[config.mk]
export PLATFORM = sky130hd
export DESIGN_NAME = dvp_pattern_tx
export DESIGN_NICKNAME = d
export VERILOG_FILES = /design/src/rtl/dvp_pattern_tx.sv
export SDC_FILE = /design/constraint.sdc
export NUM_CORES = 1
export LEC_CHECK = 0
export ABC_AREA = 1
export CAP_MARGIN = 10
export CORE_ASPECT_RATIO = 0.9
export CORE_MARGIN = 1.5
export CORE_UTILIZATION = 60
export DETAILED_ROUTE_END_ITERATION = 10
export PLACE_DENSITY = 0.84
export SYNTH_ARGS = -nofsm -noshare
export SYNTH_HDL_FRONTEND = slang
export SYNTH_SLANG_ARGS = --single-unit
[constraint.sdc]
create_clock -name clk -period 2.5 [get_ports clk]
set_input_delay 0.5 -clock clk [delete_from_list [all_inputs] [get_ports clk]]
set_output_delay 0.5 -clock clk [all_outputs]
set_load 0.01 [all_outputs]
[src/rtl/dvp_pattern_tx.sv]
// dvp_pattern_tx: synthetic OV7725-style DVP transmitter emitting RGB565 test frames.
// Optional DVP_TX_FRAME_WM_EN stamps a 16-bit frame number into pixel (0,0) of every frame.
module dvp_pattern_tx #(
    parameter int H_ACT     = 640,
    parameter int V_ACT     = 480,
    parameter int H_BLANK   = 144,
    parameter int VS_LINES  = 3,
    parameter int VBP_LINES = 17,
    parameter int VFP_LINES = 10
) (
    input  logic        clk,
    input  logic        rst,
    input  logic        enable,
    input  logic [1:0]  pattern_sel,
    input  logic [15:0] solid_rgb,
    output logic        cam_vsync,
    output logic        cam_href,
    output logic [7:0]  cam_data,
    output logic        frame_done,
    output logic        busy
);
    localparam int L    = 2 * H_ACT + H_BLANK;
    localparam int CW   = $clog2(L);
    localparam int LM01 = VS_LINES > VBP_LINES ? VS_LINES : VBP_LINES;
    localparam int LM23 = V_ACT > VFP_LINES ? V_ACT : VFP_LINES;
    localparam int LMAX = LM01 > LM23 ? LM01 : LM23;
    localparam int LW   = $clog2(LMAX + 1);
    localparam int BPIX = H_ACT / 8;
    localparam int BW   = $clog2(BPIX + 1);

    typedef enum logic [2:0] {IDLE, VSYNC, VBACK, ACTIVE, VFRONT} st_t;

    localparam st_t LAST = VFP_LINES > 0 ? VFRONT : V_ACT > 0 ? ACTIVE : VBP_LINES > 0 ? VBACK : VSYNC;
    localparam logic [15:0] BARS [8] = '{16'hFFFF, 16'hFFE0, 16'h07FF, 16'h07E0,
                                         16'hF81F, 16'hF800, 16'h001F, 16'h0000};

    function automatic logic [LW-1:0] last_line(st_t s);
        return s == VSYNC  ? LW'(VS_LINES - 1)  :
               s == VBACK  ? LW'(VBP_LINES - 1) :
               s == ACTIVE ? LW'(V_ACT - 1)     : LW'(VFP_LINES - 1);
    endfunction

    st_t          st_q, st_d, n_vs, n_vb, n_ac, n_vf;
    logic [LW-1:0] line_q, line_d;
    logic [CW-1:0] col_q, col_d;
    logic [15:0]  pcnt_q, pcnt_d, solid_q, solid_d, pix;
    logic [2:0]   bar_q, bar_d;
    logic [BW-1:0] bpix_q, bpix_d;
    logic [1:0]   psel_q, psel_d;
    logic [7:0]   px, data_q, data_d;
    logic         vsync_q, href_q, href_d, done_q, done_d, busy_q;
    logic         start, pix_done;
`ifdef DVP_TX_FRAME_WM_EN
    logic [15:0]  fnum_q;
`endif

    always_comb begin
        n_vf = enable ? VSYNC : IDLE;
        n_ac = VFP_LINES > 0 ? VFRONT : n_vf;
        n_vb = V_ACT > 0 ? ACTIVE : n_ac;
        n_vs = VBP_LINES > 0 ? VBACK : n_vb;
        st_d = st_q;
        line_d = line_q;
        col_d = col_q;
        if (st_q == IDLE) begin
            st_d = enable ? VSYNC : IDLE;
        end else if (col_q != CW'(L - 1)) begin
            col_d = col_q + 1'b1;
        end else begin
            col_d = '0;
            line_d = line_q == last_line(st_q) ? '0 : line_q + 1'b1;
            if (line_q == last_line(st_q))
                st_d = st_q == VSYNC ? n_vs : st_q == VBACK ? n_vb : st_q == ACTIVE ? n_ac : n_vf;
        end
        // Counters wrap to zero at the end of every line/frame, so entry is the only all-zero VSYNC point.
        start = st_d == VSYNC && line_d == '0 && col_d == '0;
        href_d = st_d == ACTIVE && col_d < CW'(2 * H_ACT);
        pix_done = href_d && col_d[0];
        px = 8'(col_d >> 1);
        pix = psel_q == 2'd0 ? BARS[bar_q] :
              psel_q == 2'd1 ? {px[7:3], px[7:2], px[7:3]} :
              psel_q == 2'd2 ? pcnt_q : solid_q;
`ifdef DVP_TX_FRAME_WM_EN
        if (st_d == ACTIVE && line_d == '0 && (col_d >> 1) == '0) pix = fnum_q;
`endif
        data_d = href_d ? (col_d[0] ? pix[7:0] : pix[15:8]) : 8'h00;
        pcnt_d = start ? '0 : pix_done ? pcnt_q + 1'b1 : pcnt_q;
        bpix_d = start ? '0 : pix_done ? (bpix_q == BW'(BPIX - 1) ? '0 : bpix_q + 1'b1) : bpix_q;
        bar_d = start ? '0 : pix_done && bpix_q == BW'(BPIX - 1) ? bar_q + 1'b1 : bar_q;
        psel_d = start ? pattern_sel : psel_q;
        solid_d = start ? solid_rgb : solid_q;
        done_d = st_d == LAST && line_d == last_line(LAST) && col_d == CW'(L - 1);
    end

    always_ff @(posedge clk) begin
        if (rst) begin
            st_q    <= IDLE;
            line_q  <= '0;
            col_q   <= '0;
            pcnt_q  <= '0;
            bpix_q  <= '0;
            bar_q   <= '0;
            psel_q  <= '0;
            solid_q <= '0;
            vsync_q <= 1'b0;
            href_q  <= 1'b0;
            data_q  <= 8'h00;
            done_q  <= 1'b0;
            busy_q  <= 1'b0;
`ifdef DVP_TX_FRAME_WM_EN
            fnum_q  <= '0;
`endif
        end else begin
            st_q    <= st_d;
            line_q  <= line_d;
            col_q   <= col_d;
            pcnt_q  <= pcnt_d;
            bpix_q  <= bpix_d;
            bar_q   <= bar_d;
            psel_q  <= psel_d;
            solid_q <= solid_d;
            vsync_q <= st_d == VSYNC;
            href_q  <= href_d;
            data_q  <= data_d;
            done_q  <= done_d;
            busy_q  <= st_d != IDLE;
`ifdef DVP_TX_FRAME_WM_EN
            if (done_q) fnum_q <= fnum_q + 1'b1;
`endif
        end
    end

    assign cam_vsync  = vsync_q;
    assign cam_href   = href_q;
    assign cam_data   = data_q;
    assign frame_done = done_q;
    assign busy       = busy_q;
endmodule
==> results.txt <==
- Outcome: finished with violations
- The checks that failed: DRC.
- DR WL/cell: roughly 14 um
- At the worst endpoint, the required time is 2.75 ns.
* Post-route cell area: 0.00578 sq mm
- Worst clock skew on the final layout: 0.0102 ns
* Number of diodes: 0
* Kind of path behind the tightest hold check: flop to flop
* Cell with the most instances after synthesis: nand2_1
- The count of buffers added on input and output ports is 32.
* Total die area: just under 0.009 sq mm
* Number of core rows: 31
- After clock tree synthesis, the clock-pin slew on the worst setup and hold paths is 0.09 ns.
- Clock tree synthesis selected as its root buffer the cell clkbuf_8.
- Via count: around 5000
- After detailed routing, the number of remaining DRC violations is 1.
* Worst Setup Slack, final: between 0.1 and 0.15 ns
* Share of layout cells above drive strength 1: between 10% and 20%
- Final hold violation count: 0
- Total of warnings raised by yosys: 0
* Number of top-level pins: 33
- Gpl congestion: around 0.9
- Counting instances, the worst hold path has a depth of 2.
* Post-synthesis net count: around 760
- Largest buffer count on any clock path: 2
- Across the VDD grid, the largest voltage drop is 0.363 mV.
- Prevailing post-synth register cell: dfxtp_1
- Path depth of the worst reg2reg path: 14
* Synth unique cells: 46
- The commonest cells after synthesis are 147 x nand2_1, 102 x nor2_1, 85 x inv_1.
- The worst setup path is of the flop to flop kind.
- Fin crit share: 94.5%
- Mean number of vias per cell: 5.56
* Die height: roughly 89 um
* Total iterations of the first detailed-routing run: 8
- Counting the buffers created by CTS gives 9.
* Netlist area before placement: 0.00497 sq mm
* Vias in the first global route: between 4000 and 5000
- Proportion of register bits with asynchronous set or reset after synthesis: 0%
* Global-route total usage across every layer: 28.7%
* Post-layout min period: about 2.4 ns
* Total negative setup slack: 0 ns
- Worst slew margin relative to its limit: 46.7%
- Sum of routed wire length over all layers: 12500 um
* Post-synthesis cell type with the largest combined area: dfxtp_1
* Total Power: approximately 2900 uW
- Final antenna-violating net count: 0
- Initial DRC Count: about 350
- Startpoint of the most critical register-to-register path: col_q[0]$_SDFF_PP0_
- Core ar.: approximately 0.0080 sq mm
- For the worst-skew pair, the clock arrives at the later sink with an insertion delay of 0.36 ns.
- For this run, the top clock speed supported by timing is around 420 MHz.
- By area the synthesized netlist is led by dfxtp_1 32%, nand2_1 11%, nand3_1 8.2%, nor2_1 7.7%, inv_1 6.4%.
* Detailed placement HPWL: between 9000 and 10000 um
* Number of enable-type register cells in the synthesized netlist: 0
- For this design the ratio of total power to cell area is roughly 500 mW/mm^2.
- STA classifies the critical path endpoint as a flop.
* GRT overflow: 0
- Peak fanout along the critical path: 18
- Hold_sp: solid_q[7]$_SDFFE_PP0P_
- The clock net in this run drives a total of between 70 and 80 sinks.
- Synthesis produced a netlist whose cell count is between 700 and 800.
- The max-slew violation count is 0.
- WP data arrival: 2.61 ns
- Worst Max-Slew Pin Slew: about 0.8 ns
* Endpoints failing setup: 0
* CTS H-tree depth: 3
- Worst Hold End: solid_q[7]$_SDFFE_PP0P_
- Register bit count reported by yosys: around 80
- Number of violations of the max-capacitance limit: 0
- Leak Pwr: between 0.002 and 0.0025 uW
* Minimum setup slack among reg-to-reg paths: ~0.14 ns
- The area growth from synthesis to layout is 16.4%.
- Pre-CTS worst setup slack: -0.0582 ns
* Number of antenna violations at the first check in global routing: 0
* Placed cell areas: about 0.0054 sq mm
* TritonCTS clock tree: built
- Final hold slack: between 0.4 and 0.5 ns
- Effective utilization at floorplan: around three fifths
* Maximum number of pins on one net before global-route repair: 37
* Capture point of the worst reg-to-reg path: psel_q[0]$_SDFFE_PP0P_
- Global-route wire length before repair: between 20000 and 25000 um
- Of the synthesized area, sequential elements account for 31.8%.
* Nets@finish: between 800 and 900
- Syn Area/Cell: about 6.8 sq um
* Share of the synthesized area in the top cell type: 31.8%
- Die W: around 99 um
- Kind of start point of the critical path: flop
-- state kept, by name, summed over array words and instances, names as in the netlist --
signal / cells
pcnt_q: 16
solid_q: 16
col_q: 11
line_q: 9
cam_data: 8
bpix_q: 7
bar_q: 3
st_q: 3
psel_q: 2
busy: 1
cam_href: 1
cam_vsync: 1
frame_done: 1
-- critical path: stages, from the launching register on --
cell     delay [ns]
dfxtp_1        0.40
ha_4           0.19
nand4_4        0.15
nor2_8         0.19
buf_4          0.17
nand4_1        0.10
xor2_1         0.22
nor2_1         0.11
nor2_2         0.10
nand2_2        0.09
nor2_8         0.16
buf_12         0.16
nand3_1        0.08
nand2_1        0.07
nor2_1         0.05
-- routing by layer --
metal,part of all wire [%],GRT usage [%],vias to the layer above
li1,-,-,2467
met3,6.6,5.47,18
met4,1.6,7.53,0
met5,0,0,-
met1,43,37.8,2248
met2,48,49.1,163
-- how the worst max path moves through the flow --
stage | startpoint | to | slack, ns | depth (start not counted)
floorplan | col_q[0]$_SDFF_PP0_ | pcnt_q[0]$_SDFFE_PP0P_ | 0.25 | 12
global placement | col_q[1]$_SDFF_PP0_ | solid_q[12]$_SDFFE_PP0P_ | 0.03 | 13
detailed placement | col_q[1]$_SDFF_PP0_ | solid_q[12]$_SDFFE_PP0P_ | -0.06 | 13
CTS | col_q[1]$_SDFF_PP0_ | pcnt_q[9]$_SDFFE_PP0P_ | 0.01 | 12
global route | st_q[2]$_SDFF_PP0_ | pcnt_q[15]$_SDFFE_PP0P_ | -0.008 | 16
finish | col_q[0]$_SDFF_PP0_ | psel_q[0]$_SDFFE_PP0P_ | 0.14 | 14
-- per-stage QoR --
stage | instances | util, %
2_1_floorplan | 730 | -
3_3_place_gp | 861 | 67.6
3_5_place_dp | 861 | 67.6
4_1_cts | 879 | 70.5
5_1_grt | 881 | 72.0
6_report | 881 | 72.0
-- final cells by class --
type                    count  area, sq um
fillers                   660         2250
flip-flops and latches     79         1590
multi-input cells         537         2930
inverters                  89          339
well taps                  99          124
clock buffers              10          128
repair buffers             61          584
clock inverters             6         85.1
-- layout by cell type (no fill, tap or decap), types with 15 or more instances in the layout --
cell,netlist,layout
nand2_1,147,147
nor2_1,102,98
inv_1,85,83
nand3_1,81,78
dfxtp_1,79,74
a21oi_1,40,40
clkdlybuf4s50_1,0,32
o21ai_0,28,28
buf_4,1,25
xor2_1,21,20
a21oi_2,20,20
nor3_1,15,15
-- logic make-up after synthesis --
logic type,synth area share [%]
simple gates,38.7
buf+inv,10.8
compound gates,13.2
flops,31.8
xor+xnor,4.23
fa+ha+maj,1.26
-- repair_timing --
action | CTS | global route
resized for setup | 0 | 23
pin swaps | 1 | 2
hold buffers | 0 | 0
endpoints found under the setup margin | 44 | 54
setup buffers | 2 | 0
cloned | 0 | 2
-- power breakdown --
group / leakage (uW) / switching [uW] / internal [uW]
clock network: 0.000102 / 484 / 559
logic: 0.00170 / 320 / 197
registers: 0.000643 / 28.2 / 1300
total: 0.00245 / 832 / 2060
(Power assumes the default switching activity.)
